**src/rtl/obi_pkg.sv**
```systemverilog
// Shared types and constants for the OBI block-copy initiator.
// Holds the FSM state encoding and the default word geometry.
package obi_pkg;

    localparam int DATA_W_DEF = 32;
    localparam int WORD_BYTES = DATA_W_DEF / 8;
    localparam logic [WORD_BYTES-1:0] BE_ALL_ONES = '1;

    typedef enum logic [2:0] {
        IDLE,
        RD_REQ,
        RD_WAIT,
        WR_REQ,
        WR_WAIT,
        DONE
    } obi_copy_state_e;

endpackage

```
**src/rtl/obi_if.sv**
```systemverilog
// OBI request and response channel interfaces.
// The request side carries the handshake; the response side is one-way.
interface obi_req_if #(
    parameter int ADDR_W = 32,
    parameter int DATA_W = 32
) ();
    logic                  req;
    logic                  gnt;
    logic [ADDR_W-1:0]     addr;
    logic                  we;
    logic [DATA_W/8-1:0]   be;
    logic [DATA_W-1:0]     wdata;

    modport master (
        output req, addr, we, be, wdata,
        input  gnt
    );

    modport slave (
        input  req, addr, we, be, wdata,
        output gnt
    );
endinterface

interface obi_rsp_if #(
    parameter int DATA_W = 32
) ();
    logic              rvalid;
    logic [DATA_W-1:0] rdata;

    modport master (
        output rvalid, rdata
    );

    modport slave (
        input rvalid, rdata
    );
endinterface

```
**src/rtl/obi_copy_master.sv**
```systemverilog
// OBI initiator copying a block of words from src to dst.
// One outstanding transaction; every read is followed by its write.
module obi_copy_master
    import obi_pkg::*;
#(
    parameter int ADDR_W = 32,
    parameter int DATA_W = 32,
    parameter int LEN_W  = 16
) (
    input  logic              clk_i,
    input  logic              rst_i,
    input  logic              start_i,
    input  logic [ADDR_W-1:0] src_addr_i,
    input  logic [ADDR_W-1:0] dst_addr_i,
    input  logic [LEN_W-1:0]  len_i,
    output logic              busy_o,
    output logic              done_o,
    obi_req_if.master         req,
    obi_rsp_if.slave          rsp
);

    localparam int BE_W = DATA_W / 8;
    localparam logic [ADDR_W-1:0] STRIDE = ADDR_W'(DATA_W / 8);
    localparam logic [LEN_W-1:0]  ONE    = LEN_W'(1);

    obi_copy_state_e   state_q, state_d;
    logic [ADDR_W-1:0] src_q, src_d;
    logic [ADDR_W-1:0] dst_q, dst_d;
    logic [LEN_W-1:0]  rem_q, rem_d;
    logic [ADDR_W-1:0] addr_q, addr_d;
    logic              we_q, we_d;
    logic [BE_W-1:0]   be_q, be_d;
    logic [DATA_W-1:0] wdata_q, wdata_d;

    // Next-state and datapath updates; bus fields are set on entry to a request state.
    always_comb begin
        state_d = state_q;
        src_d   = src_q;
        dst_d   = dst_q;
        rem_d   = rem_q;
        addr_d  = addr_q;
        we_d    = we_q;
        be_d    = be_q;
        wdata_d = wdata_q;
        unique case (state_q)
            IDLE: begin
                if (start_i) begin
                    if (len_i != '0) begin
                        src_d   = src_addr_i;
                        dst_d   = dst_addr_i;
                        rem_d   = len_i;
                        addr_d  = src_addr_i;
                        we_d    = 1'b0;
                        be_d    = '1;
                        state_d = RD_REQ;
                    end else begin
                        state_d = DONE;
                    end
                end
            end
            RD_REQ: begin
                if (req.gnt) state_d = RD_WAIT;
            end
            RD_WAIT: begin
                if (rsp.rvalid) begin
                    wdata_d = rsp.rdata;
                    addr_d  = dst_q;
                    we_d    = 1'b1;
                    be_d    = '1;
                    state_d = WR_REQ;
                end
            end
            WR_REQ: begin
                if (req.gnt) state_d = WR_WAIT;
            end
            WR_WAIT: begin
                if (rsp.rvalid) begin
                    src_d = src_q + STRIDE;
                    dst_d = dst_q + STRIDE;
                    rem_d = rem_q - ONE;
                    if (rem_q == ONE) begin
                        state_d = DONE;
                    end else begin
                        addr_d  = src_q + STRIDE;
                        we_d    = 1'b0;
                        be_d    = '1;
                        state_d = RD_REQ;
                    end
                end
            end
            DONE: begin
                state_d = IDLE;
            end
            default: begin
                state_d = IDLE;
            end
        endcase
    end

    // State and datapath registers with synchronous reset.
    always_ff @(posedge clk_i) begin
        if (rst_i) begin
            state_q <= IDLE;
            src_q   <= '0;
            dst_q   <= '0;
            rem_q   <= '0;
            addr_q  <= '0;
            we_q    <= 1'b0;
            be_q    <= '0;
            wdata_q <= '0;
        end else begin
            state_q <= state_d;
            src_q   <= src_d;
            dst_q   <= dst_d;
            rem_q   <= rem_d;
            addr_q  <= addr_d;
            we_q    <= we_d;
            be_q    <= be_d;
            wdata_q <= wdata_d;
        end
    end

    // Status and bus outputs decoded from registered state only.
    always_comb begin
        req.req   = (state_q == RD_REQ) || (state_q == WR_REQ);
        req.addr  = addr_q;
        req.we    = we_q;
        req.be    = be_q;
        req.wdata = wdata_q;
        busy_o    = (state_q == RD_REQ) || (state_q == RD_WAIT) ||
                    (state_q == WR_REQ) || (state_q == WR_WAIT);
        done_o    = (state_q == DONE);
    end

endmodule

```
**src/flat_wrapper.sv**
```systemverilog
// flat-port wrapper written by rule: the top's interface ports become plain ports
module obi_copy_master_flat import obi_pkg::*;
#(
    parameter int ADDR_W = 32,
    parameter int DATA_W = 32,
    parameter int LEN_W  = 16
)
  (clk_i, rst_i, start_i, src_addr_i, dst_addr_i, len_i, busy_o, done_o, req_req, req_addr, req_we, req_be, req_wdata, req_gnt, rsp_rvalid, rsp_rdata);
  obi_req_if #(.ADDR_W(ADDR_W), .DATA_W(DATA_W)) req_i ();
  obi_rsp_if #(.DATA_W(DATA_W)) rsp_i ();
  input  logic clk_i;
  input  logic rst_i;
  input  logic start_i;
  input  logic [ADDR_W-1:0] src_addr_i;
  input  logic [ADDR_W-1:0] dst_addr_i;
  input  logic [LEN_W-1:0] len_i;
  output logic busy_o;
  output logic done_o;
  output wire logic [$bits(req_i.req)-1:0] req_req;
  output wire logic [$bits(req_i.addr)-1:0] req_addr;
  output wire logic [$bits(req_i.we)-1:0] req_we;
  output wire logic [$bits(req_i.be)-1:0] req_be;
  output wire logic [$bits(req_i.wdata)-1:0] req_wdata;
  input wire logic [$bits(req_i.gnt)-1:0] req_gnt;
  input wire logic [$bits(rsp_i.rvalid)-1:0] rsp_rvalid;
  input wire logic [$bits(rsp_i.rdata)-1:0] rsp_rdata;
  assign req_req = req_i.req;
  assign req_addr = req_i.addr;
  assign req_we = req_i.we;
  assign req_be = req_i.be;
  assign req_wdata = req_i.wdata;
  assign req_i.gnt = req_gnt;
  assign rsp_i.rvalid = rsp_rvalid;
  assign rsp_i.rdata = rsp_rdata;
  obi_copy_master #(.ADDR_W(ADDR_W), .DATA_W(DATA_W), .LEN_W(LEN_W)) u_core (.clk_i(clk_i), .rst_i(rst_i), .start_i(start_i), .src_addr_i(src_addr_i), .dst_addr_i(dst_addr_i), .len_i(len_i), .busy_o(busy_o), .done_o(done_o), .req(req_i), .rsp(rsp_i));
endmodule
```
**config.mk**
```make
export PLATFORM = sky130hd
export DESIGN_NAME = obi_copy_master_flat
export DESIGN_NICKNAME = d
export VERILOG_FILES = /design/src/rtl/obi_pkg.sv /design/src/rtl/obi_if.sv /design/src/rtl/obi_copy_master.sv /design/src/flat_wrapper.sv
export SDC_FILE = /design/constraint.sdc
export NUM_CORES = 1
export LEC_CHECK = 0
export CORE_MARGIN = 4
export CORE_UTILIZATION = 55
export CTS_CLUSTER_DIAMETER = 100
export CTS_CLUSTER_SIZE = 8
export DETAILED_ROUTE_END_ITERATION = 10
export PLACE_DENSITY_LB_ADDON = 0.15
export SETUP_SLACK_MARGIN = 0.3
export SYNTH_ARGS = -nofsm -noshare
export SYNTH_HDL_FRONTEND = slang
export SYNTH_SLANG_ARGS = --single-unit
```
**constraint.sdc**
```tcl
create_clock -name clk_i -period 3.3 [get_ports clk_i]
set_input_delay 0.66 -clock clk_i [delete_from_list [all_inputs] [get_ports clk_i]]
set_output_delay 0.66 -clock clk_i [all_outputs]
set_load 0.03 [all_outputs]
```
==> Yosys cells after proc, flatten, opt, wreduce, memory -nomap -nowiden <==
Cells that the tools add are included.
{ "word_totals": {"ram_bits": 0, "output_inout_bits": 72, "word_cells": 72, "rom_bits": 0, "ff_bits": 152, "latch_bits": 0, "mem_count": 0, "input_bits": 117} }
{ "classes": {"bitwise_logic": 0, "shifts": 0, "n_reduce_logical": 12, "n_eq_ne": 13, "div_mod_pow": 0, "order_cmp": 0, "muxes": 36, "addsub": 3, "multipliers": 0} }
{ "op_table": {"columns": ["op", "count"], "rows": [
  ["32-bit 2-to-1 mux", 9],
  ["32-bit case mux with 2 select lines", 2],
  ["32-bit case mux with 3 select lines", 1],
  ["32-bit by 3-bit adder with 32-bit output, second input constant", 2],
  ["16-bit 2-to-1 mux", 3],
  ["16-bit case mux with 2 select lines", 1],
  ["3-bit 2-to-1 mux", 7],
  ["4-bit 2-to-1 mux", 5],
  ["16-bit by 1-bit equality test with 1-bit output, second input constant", 1],
  ["16-bit nonzero test", 1],
  ["16-bit by 1-bit subtractor with 16-bit output, second input constant", 1],
  ["3-bit case mux with 5 select lines", 1],
  ["2-bit inequality test, second input constant", 6],
  ["4-bit case mux with 3 select lines", 1],
  ["3-bit by 2-bit equality test with 1-bit output, second input constant", 2],
  ["3-bit equality test, second input constant", 2],
  ["6-bit AND reduction", 1],
  ["1-bit 2-to-1 mux", 5],
  ["5-bit AND reduction", 1],
  ["1-bit logical OR", 4],
  ["4-bit AND reduction", 1],
  ["3-bit by 1-bit equality test with 1-bit output, second input constant", 1],
  ["3-bit logical NOT", 1],
  ["1-bit case mux with 3 select lines", 1],
  ["4 further kinds", 4]
]} }

==> Depth between registers and ports, before layout <==
Gate-level depths: netlist of the first run.
{ "logic_depth": {"depth_word": 4, "ltp_mapped": 9, "depth_no_buf": 7} }

==> Worst setup path after synthesis of the first run <==
No wires, ideal clock.
{ "synth_timing": {"path_type": "input -> register", "from": "input port len_i[9]", "to": "register u_core.addr_q[27], in the netlist u_core.req.addr[27]", "arrival_ns": 2.182, "cell_stages": 6, "setup_ns": 0.091, "path_slack_ns": 1.027, "path_buffers": 1, "required_time_ns": 3.209, "path_cell_list": "nor4_1 -> nand4_1 -> o311ai_0 -> nor2_1 -> buf_2 -> a311oi_1"} }
{ "synth_via": {"elab_chain_len": 3} }
{ "synth_rtl": {"columns": ["item", "line_no", "source"], "rows": [
  ["from (decl)", "flat_wrapper.sv:16", "input logic [LEN_W-1:0] len_i;"],
  ["16-bit nonzero test", "obi_copy_master.sv:48", "if (len_i != '0) begin"],
  ["2-bit by 1-bit inequality test with 1-bit output (no line)", null, null],
  ["6-bit AND reduction (no line)", null, null],
  ["to (signal assigned)", "obi_copy_master.sv:116", "addr_q <= addr_d;"],
  ["to (decl)", "obi_copy_master.sv:30", "logic [ADDR_W-1:0] addr_q, addr_d;"]
]} }
No other way between the ends.
A chain may end at the register's enable or synchronous reset.

==> Worst setup path in the final report of the first run <==
{ "layout_timing": {"from": "register u_core.state_q[0]", "to": "output port done_o"} }
{ "layout_via": {"elab_chain_len": 1} }
{ "layout_rtl": {"columns": ["item", "line_no", "source"], "rows": [
  ["from (decl)", "obi_copy_master.sv:26", "obi_copy_state_e state_q, state_d;"],
  ["from (signal assigned)", "obi_copy_master.sv:112", "state_q <= state_d;"],
  ["3-bit equality test", "obi_copy_master.sv:132", "done_o = (state_q == DONE);"],
  ["to (decl)", "flat_wrapper.sv:18", "output logic done_o;"]
]} }
No other way between the ends.

==> results_dict.tcl, run 1 <==
set metrics [dict create \
    drc 0 \
    status "finished, final reports clean" \
    place_inst 1430 \
    vias 9550 \
    r2r_end "u_core.req.addr[16]" \
    cap_violations 0 \
    post-route-period-util_pct 85.5 \
    grt_first_pass_wirelength_um 44300 \
    synth_flop_cell "dfxtp_1" \
    first_pass_iters 7 \
    syn_area_per_cell_um2 7.51 \
    final_cell_mix "clkdlybuf4s50_1 (187), nand2_1 (165), a21oi_1 (148)" \
    drt-wirelength-per-cell_um 19.4 \
    grt_max_degree 79 \
    yosysSeqAreaShare_pct 35.2 \
    drive_gt1_share_pct 8.01 \
    syn2layout_area_growth_pct 31.2 \
    crit_fanout 11 \
    yosysUniqueCellTypes 72 \
    synth.ff_latch_count 149 \
    fmax_mhz 355 \
    power_w 0.00526 \
    antenna_cells 0 \
    setup-violations-final 0 \
    rows 45 \
    seq_area_mm2 0.00299 \
    worst_pin_slew_ns 0.847 \
    io_buffers 188 \
    hold_end "u_core.req.wdata[19]" \
    synthCells 1128 \
    rrSetupSlack_ns 0.76 \
    hp-start "u_core.req.wdata[19]" \
    clockBufferDepth 2 \
    multi_input_area_mm2 0.00498 \
    p_leak_nw 3.97 \
    cts_max_level 4 \
    critPathLaunchType "register" \
    hp-class "reg2reg" \
    end_kind "output pin" \
    start_util_pct 56.0 \
    track_usage_pct 30.9 \
    cts_sinks 149 \
    holdBufCountCts 0 \
    r2r_start "u_core.src_q[2]" \
    core_area_mm2 0.0151 \
    place_congestion 0.945 \
    grt_overflow 0 \
    r2r_cells 7 \
    worstPathCellList "inv_1, nor3_1, clkdlybuf4s50_1" \
    n_fill_cell 1219 \
    cp_slowest_cell "clkdlybuf4s50_1" \
    synth_nets 1249 \
    layout_commonest_cell "clkdlybuf4s50_1" \
    min_path_cells 2 \
    synth_edf_count 0 \
    cts_tree "done" \
    die_h_um 132 \
    rsz0062_at_grt "false" \
    yosys_warnings 0 \
    timing_hold_violations_final 0 \
    antenna_found_initial 0 \
    nets 1382 \
    critical_path_class "reg2out" \
    cp.arrival_ns 2.16 \
    synthArstFlopShare_pct 0 \
    die_area_mm2 0.0175 \
    clk_pin_slew_ns 0.06 \
    syn_area_mm2 0.00847 \
    holdWs_ns 0.453 \
    ir_drop_uv 521 \
    cp_num_buf_inv 2 \
    worstPathRequired_ns 2.64 \
    dieWidth_um 132 \
    numCtsBuffers 17 \
    ant_nets 0 \
    p_per_area_mw_per_mm2 473 \
    cp_slowest_stage_delay_ns 0.72 \
    period_minus_slack_ns 2.82 \
    critPathTopFamily "buffers and inverters" \
    post-dp-hpwl_um 19400 \
    instances_no_fill 1462 \
    grt_pass1_vias 8389 \
    num_io_pins 189 \
    vias_per_cell 6.53 \
    final.setup_skew_ns 0.0107 \
    clockRootBuffer "clkbuf_16" \
    drtIter0Drc 1426 \
    clkLatencyLatePin_ns 0.43 \
    fin_setup_tns_ns 0 \
    slew_viol_final 0 \
    wirelength_um 28400 \
    slew_headroom_pct 43.5 \
]
## worst max-delay path by stage
stage	startpoint	end	slack (ns)	cells past startpoint
6_report	u_core.state_q[0]	done_o	0.48	3
5_1_grt	len_i[2]	u_core.req.addr[27]	0.34	7
4_1_cts	u_core.state_q[1]	busy_o	0.40	3
3_5_place_dp	len_i[2]	u_core.req.addr[21]	0.20	7
3_3_place_gp	len_i[2]	u_core.req.addr[20]	0.25	7
2_1_floorplan	len_i[9]	u_core.req.addr[27]	1.03	6
## metal layers
layer	up-vias	GRT usage [%]	part of all wire [%]	routed length, um
li1	4477	-	-	-
met1	4454	41.7	41	11500
met2	561	48.9	46	13100
met3	58	7.33	11	3010
met4	0	10.0	2.5	702
met5	-	0	0	0
## worst register-to-register path, stage by stage, from the launching register on
cell      delay (ns)
dfxtp_1         0.44
ha_1            0.31
nand3_1         0.13
buf_4           0.21
or4_1           0.68
xnor2_1         0.20
a222oi_1        0.31
a211oi_1        0.11
## kinds of logic (layout without fill, tap and decap cells)
logic type,after synthesis,count (layout),share of synthesized area [%]
simple gates,422,422,25.1
compound gates,408,408,30.9
flops,149,149,35.2
buf+inv,127,273,6.23
xor+xnor,11,11,1.14
mux,7,7,0.886
fa+ha+maj,4,4,0.591
## stage by stage
stage / cell area [um2] / utilization (%) / setup WS (ns)
3_3_place_gp: 10500 / 69.3 / 0.245
2_1_floorplan: 8470 / - / 1.03
3_5_place_dp: 10500 / 69.3 / 0.195
4_1_cts: 11100 / 73.4 / 0.404
5_1_grt: 11100 / 73.4 / 0.342
6_report: 11100 / 73.4 / 0.479
## cells in the mapped netlist (7+ instances only)
library cell    n  share of area [%]
inv_1          15               0.66
a32o_1          7               0.83
and4_1         12                1.2
a22oi_1         9               0.80
and3_1         10               0.74
a211oi_1       26                2.3
a21oi_1       148                8.7
a311oi_1       13                1.3
nor3_1         23                1.4
nor4_1         21                1.6
o21ai_0        72                4.3
nand3_1        37                2.2
nor2_1         72                3.2
buf_2          22                1.3
dfxtp_1       149                 35
o32ai_1        14                1.4
nand2_1       165                7.3
a21o_1         16                1.4
nand4_1        18                1.3
clkbuf_1       79                3.5
a22o_1         10                1.0
a31oi_1        26                1.9
a221oi_1        7               0.72
## area by class of cell
class / count / area share, %
Clock buffer: 19 / 3.90
Clock inverter: 13 / 1.63
Inverter: 15 / 0.507
Multi-Input combinational cell: 852 / 44.8
Sequential cell: 149 / 26.9
Tap cell: 188 / 2.12
Timing Repair Buffer: 226 / 20.2
## flip-flops by register name (all words and copies together) (netlist names)
name and count:
u_core.req.be 1, u_core.rem_q 16, u_core.dst_q 32, u_core.src_q 32, u_core.req.wdata 32, u_core.state_q 3, u_core.req.addr 32, u_core.req.we 1
## power breakdown
part	switching [W]	internal [W]
clock network	0.000798	0.00126
registers	0.000167	0.00194
logic	0.000594	0.000492
total	0.00156	0.00370
## timing repair
action,CTS,global route
cloned,0,0
resized for setup,1,1
buffers inserted,0,0
endpoints found under the setup margin,1,1
No activity file was read; power rests on OpenSTA's default activity.
==> run 2: changes to the inputs <==
- CTS_BUF_LIST: default -> sky130_fd_sc_hd__clkbuf_8 sky130_fd_sc_hd__clkbuf_16
==> run 2 against run 1 <==
Sequential share of layout area stayed put. Global-route usage stayed put. Utilization is the same. Die area unchanged. Critical path depth unchanged. First-iteration DRC count up 1.3%. Routed wire length fell by 0.27%. Maximum frequency shrank 0.49%. Power about the same. Largest power group unchanged. Highest routed layer unchanged.
==> results_dict.tcl, run 2 (synthesis gave the netlist of run 1 again) <==
set metrics [dict create \
    status "finished, final reports clean" \
    critPathTopFamily "buffers and inverters" \
    cp_slowest_stage_delay_ns 0.72 \
    final.setup_skew_ns 0.0134 \
    die_h_um 132 \
    post-dp-hpwl_um 19400 \
    cap_violations 0 \
    crit_fanout 11 \
    numCtsBuffers 17 \
    final_cell_mix "clkdlybuf4s50_1 (187), nand2_1 (165), a21oi_1 (148)" \
    wirelength_um 28300 \
    end_kind "output pin" \
    seq_area_mm2 0.00299 \
    setup-violations-final 0 \
    clkLatencyLatePin_ns 0.43 \
    p_per_area_mw_per_mm2 473 \
    drive_gt1_share_pct 8.01 \
    holdWs_ns 0.453 \
    cp_slowest_cell "clkdlybuf4s50_1" \
    cts_max_level 4 \
    layout_commonest_cell "clkdlybuf4s50_1" \
    n_fill_cell 1219 \
    rsz0062_at_grt "false" \
    cts_sinks 149 \
    cts_setup_buffers 0 \
    post-route-period-util_pct 85.9 \
    p_leak_nw 3.98 \
    worst_pin_slew_ns 0.857 \
    place_congestion 0.945 \
    io_buffers 188 \
    holdBufCountCts 0 \
    use_met1_pct 41.7 \
    slew_viol_final 0 \
    first_pass_iters 8 \
    start_util_pct 56.0 \
    dieWidth_um 132 \
    track_usage_pct 30.9 \
    drt-wirelength-per-cell_um 19.3 \
    syn2layout_area_growth_pct 31.2 \
    cts_tree "done" \
    critPathLaunchType "register" \
    clockRootBuffer "clkbuf_16" \
    rows 45 \
    timing_hold_violations_final 0 \
    period_minus_slack_ns 2.83 \
    met3_usage_pct 7.33 \
    clockBufferDepth 2 \
    grt_first_pass_wirelength_um 44300 \
    clk_pin_slew_ns 0.06 \
    worstPathRequired_ns 2.64 \
    cp.arrival_ns 2.17 \
    grt_overflow 0 \
    cp_num_buf_inv 2 \
    drtIter0Drc 1445 \
    fin_setup_tns_ns 0 \
    fmax_mhz 353 \
    nets 1382 \
    die_area_mm2 0.0175 \
    grtUsageMet2_pct 48.9 \
    hp-class "reg2reg" \
    critical_path_class "reg2out" \
    slew_headroom_pct 42.9 \
    grt_max_degree 79 \
    vias_per_cell 6.48 \
    drc 0 \
    antenna_found_initial 0 \
    vias 9474 \
    gr-max-usage-layer "met2" \
    grt_pass1_vias 8389 \
    worstPathCellList "inv_1, nor3_1, clkdlybuf4s50_1" \
    ir_drop_uv 520 \
    num_io_pins 189 \
    antenna_cells 0 \
    core_area_mm2 0.0151 \
    multi_input_area_mm2 0.00498 \
    ant_nets 0 \
]
==> run 2: layout make-up <==
cell class	count	share of cell area (%)
Sequential cell	149	26.9
Clock inverter	15	1.70
Timing Repair Buffer	226	20.2
Clock buffer	17	3.83
Tap cell	188	2.12
Multi-Input combinational cell	852	44.8
Inverter	15	0.507
==> run 2: where the power goes <==
part           switching, W  internal (W)
sequential         0.000167       0.00194
clock              0.000801       0.00126
combinational      0.000593      0.000492
==> run 2: stage by stage <==
| step | cell area [um2] | util (%) | std cells | power, W | setup WS, ns |
|---|---|---|---|---|---|
| 6_report | 11100 | 73.4 | 1462 | 0.00525 | 0.465 |
| 5_1_grt | 11100 | 73.4 | 1462 | 0.00544 | 0.342 |
| 2_1_floorplan | 8470 | - | 1128 | 0.00272 | 1.03 |
| 4_1_cts | 11100 | 73.4 | 1462 | 0.00524 | 0.404 |
| 3_5_place_dp | 10500 | 69.3 | 1430 | 0.00321 | 0.195 |
| 3_3_place_gp | 10500 | 69.3 | 1430 | 0.00319 | 0.245 |
==> run 2: timing repair <==
item                                    in CTS  in global routing
cloned                                       0                  0
endpoints found under the setup margin       1                  1
gates resized for setup                      1                  1
pin swaps                                    0                  0
==> run 2: final timing paths <==
check                            start                   end  slack [ns]  cells past startpoint
hold reg to reg   u_core.req.wdata[19]  u_core.req.wdata[19]        0.45                      2
setup reg to reg       u_core.src_q[2]      u_core.src_q[20]        0.74                      7
hold / removal    u_core.req.wdata[19]  u_core.req.wdata[19]        0.45                      2
setup / recovery     u_core.state_q[0]                done_o        0.47                      3
==> run 2: worst reg2reg max path: stages (launching register included) <==
cell and delay [ns]:
dfxtp_1 0.44, ha_1 0.31, nand3_1 0.13, buf_4 0.21, or4_4 0.54, or3_1 0.38
a311oi_1 0.35, a31o_2 0.15
==> run 2: routing by layer <==
metal | share of wire, % | vias up
met2 | 46 | 520
met5 | 0 | -
met3 | 10 | 56
met4 | 2.4 | 0
li1 | - | 4471
met1 | 41 | 4427
==> run 3: changes to the inputs <==
- ABC_AREA: default -> 1
- CORE_UTILIZATION: 55 -> 56
==> run 3 against run 2 <==
Sequential power up 56%. Design area up 3.2%. Cell count up 29%.
==> results_dict.tcl, run 3 <==
set metrics [dict create \
    final_cell_mix "nand2_1 (459), nor2_1 (358), clkdlybuf4s50_1 (187)" \
    grt_overflow 0 \
    clk_pin_slew_ns 0.06 \
    io_buffers 188 \
    yosysMostFrequentCell "nand2_1" \
    slew_viol_final 0 \
    cts_setup_buffers 0 \
    drive_gt1_share_pct 4.37 \
    clkLatencyLatePin_ns 0.43 \
    critPathLaunchType "register" \
    grt_pass1_vias 9315 \
    ant_nets 0 \
    track_usage_pct 32.5 \
    cts_sinks 149 \
    crit_fanout 18 \
    critical_path_class "reg2out" \
    dpl_cell_area_mm2 0.0108 \
    fin_setup_tns_ns 0 \
    post-dp-hpwl_um 21100 \
    start_util_pct 57.7 \
    yosys_warnings 0 \
    synth_nets 1626 \
    rsz0062_at_grt "false" \
    place_congestion 0.971 \
    ir_drop_uv 477 \
    antenna_cells 0 \
    stdcell_area_mm2 0.0115 \
    p_per_area_mw_per_mm2 901 \
    final.setup_skew_ns 0.00904 \
    grt_max_degree 90 \
    synth_edf_count 0 \
    period_minus_slack_ns 2.80 \
    core_area_mm2 0.0153 \
    netlist_top_cells_area "dfxtp_1 (34%), nand2_1 (20%), nor2_1 (15%)" \
    status "finished, final reports clean" \
    rrSetupSlack_ns 0.85 \
    vias_per_cell 5.41 \
    drc 0 \
    worstPathRequired_ns 2.64 \
    synthArstFlopShare_pct 0 \
    worst_pin_slew_ns 1.04 \
    end_kind "output pin" \
    drt-wirelength-per-cell_um 15.8 \
    holdBufCountCts 0 \
    synth.ff_latch_count 149 \
    utilization_pct 74.9 \
    antenna_found_initial 0 \
    grt_first_pass_wirelength_um 46800 \
    cts_max_level 4 \
    n_fill_cell 1332 \
    slew_headroom_pct 30.8 \
    ys_top_cells_by_count "nand2_1 (460), nor2_1 (358), dfxtp_1 (149), o21ai_0 (119), inv_1 (104)" \
    clockRootBuffer "clkbuf_16" \
    hp-class "reg2reg" \
    setup-violations-final 0 \
    numCtsBuffers 17 \
    yosysSeqAreaShare_pct 33.7 \
    layout_commonest_cell "nand2_1" \
    synth_flop_cell "dfxtp_1" \
    die_area_mm2 0.0179 \
    cap_violations 0 \
    first_pass_iters 5 \
    cp.arrival_ns 2.14 \
    syn_area_per_cell_um2 5.87 \
    vias 10200 \
    yosysTopAreaCell "dfxtp_1" \
    wirelength_um 29700 \
    nets 1777 \
    cts-resized-gates 0 \
    dieWidth_um 134 \
    fmax_mhz 357 \
    post-route-period-util_pct 85.0 \
    syn_area_mm2 0.00884 \
    timing_hold_violations_final 0 \
    die_h_um 134 \
    p_leak_nw 4.95 \
    yosys.area.top_type_share_pct 33.7 \
    drtIter0Drc 1066 \
    cts_tree "done" \
    num_io_pins 189 \
    rows 45 \
    synthCells 1505 \
    yosysUniqueCellTypes 37 \
    syn2layout_area_growth_pct 29.7 \
    clockBufferDepth 2 \
]
-- run 3: cell families after synthesis --
kind of cell | share of synthesized area [%]
flops | 33.7
fa+ha+maj | 0.566
xor+xnor | 0.991
compound gates | 13.1
buf+inv | 8.52
simple gates | 43.1
-- run 3: cell type report --
class                      instances  area (um2)  area share (%)
sequential                       149        2980            26.0
tap                              211         264            2.30
clock buffer                      18         439            3.83
clock inverter                    14         206            1.80
timing repair buffer             203        2040            17.8
multi-input combinational       1174        5120            44.6
inverter                         111         417            3.63
-- run 3: metrics by stage --
step                      hold slack [ns]  std cells  power, W  setup WS, ns
after floorplan                     0.441       1505   0.00641          1.14
after global placement              0.449       1848   0.00797         0.603
after detailed placement            0.453       1848   0.00807         0.545
after CTS                           0.462       1880    0.0103         0.504
after global routing                0.476       1880    0.0110         0.405
final                               0.463       1880    0.0103         0.496
-- run 3: final timing paths --
| check | cells past startpoint | startpoint | end |
|---|---|---|---|
| max | 6 | u_core.state_q[1] | busy_o |
| min | 2 | u_core.src_q[1] | u_core.src_q[1] |
| max reg2reg | 9 | u_core.state_q[2] | u_core.req.addr[22] |
| min reg2reg | 2 | u_core.src_q[1] | u_core.src_q[1] |
-- run 3: critical path: stages (launching register included) --
cell      delay [ns]
dfxtp_1         0.37
nor2_1          0.23
nand2_2         0.32
nand2_1         0.35
clkinv_1        0.15
o21ai_0         0.10
buf_4           0.19
-- run 3: routing by layer --
layer	share of wire (%)	GRT usage, %	vias to the layer above
li1	-	-	5063
met3	9.3	8.76	70
met2	46	52.3	473
met5	0	0	-
met1	40	40.5	4573
met4	4.3	15.9	0
-- run 3: power by group --
| group | internal [W] | switching [W] |
|---|---|---|
| clock | 0.00125 | 0.000892 |
| sequential | 0.00250 | 0.000795 |
| combinational | 0.00175 | 0.00314 |
| total | 0.00551 | 0.00483 |
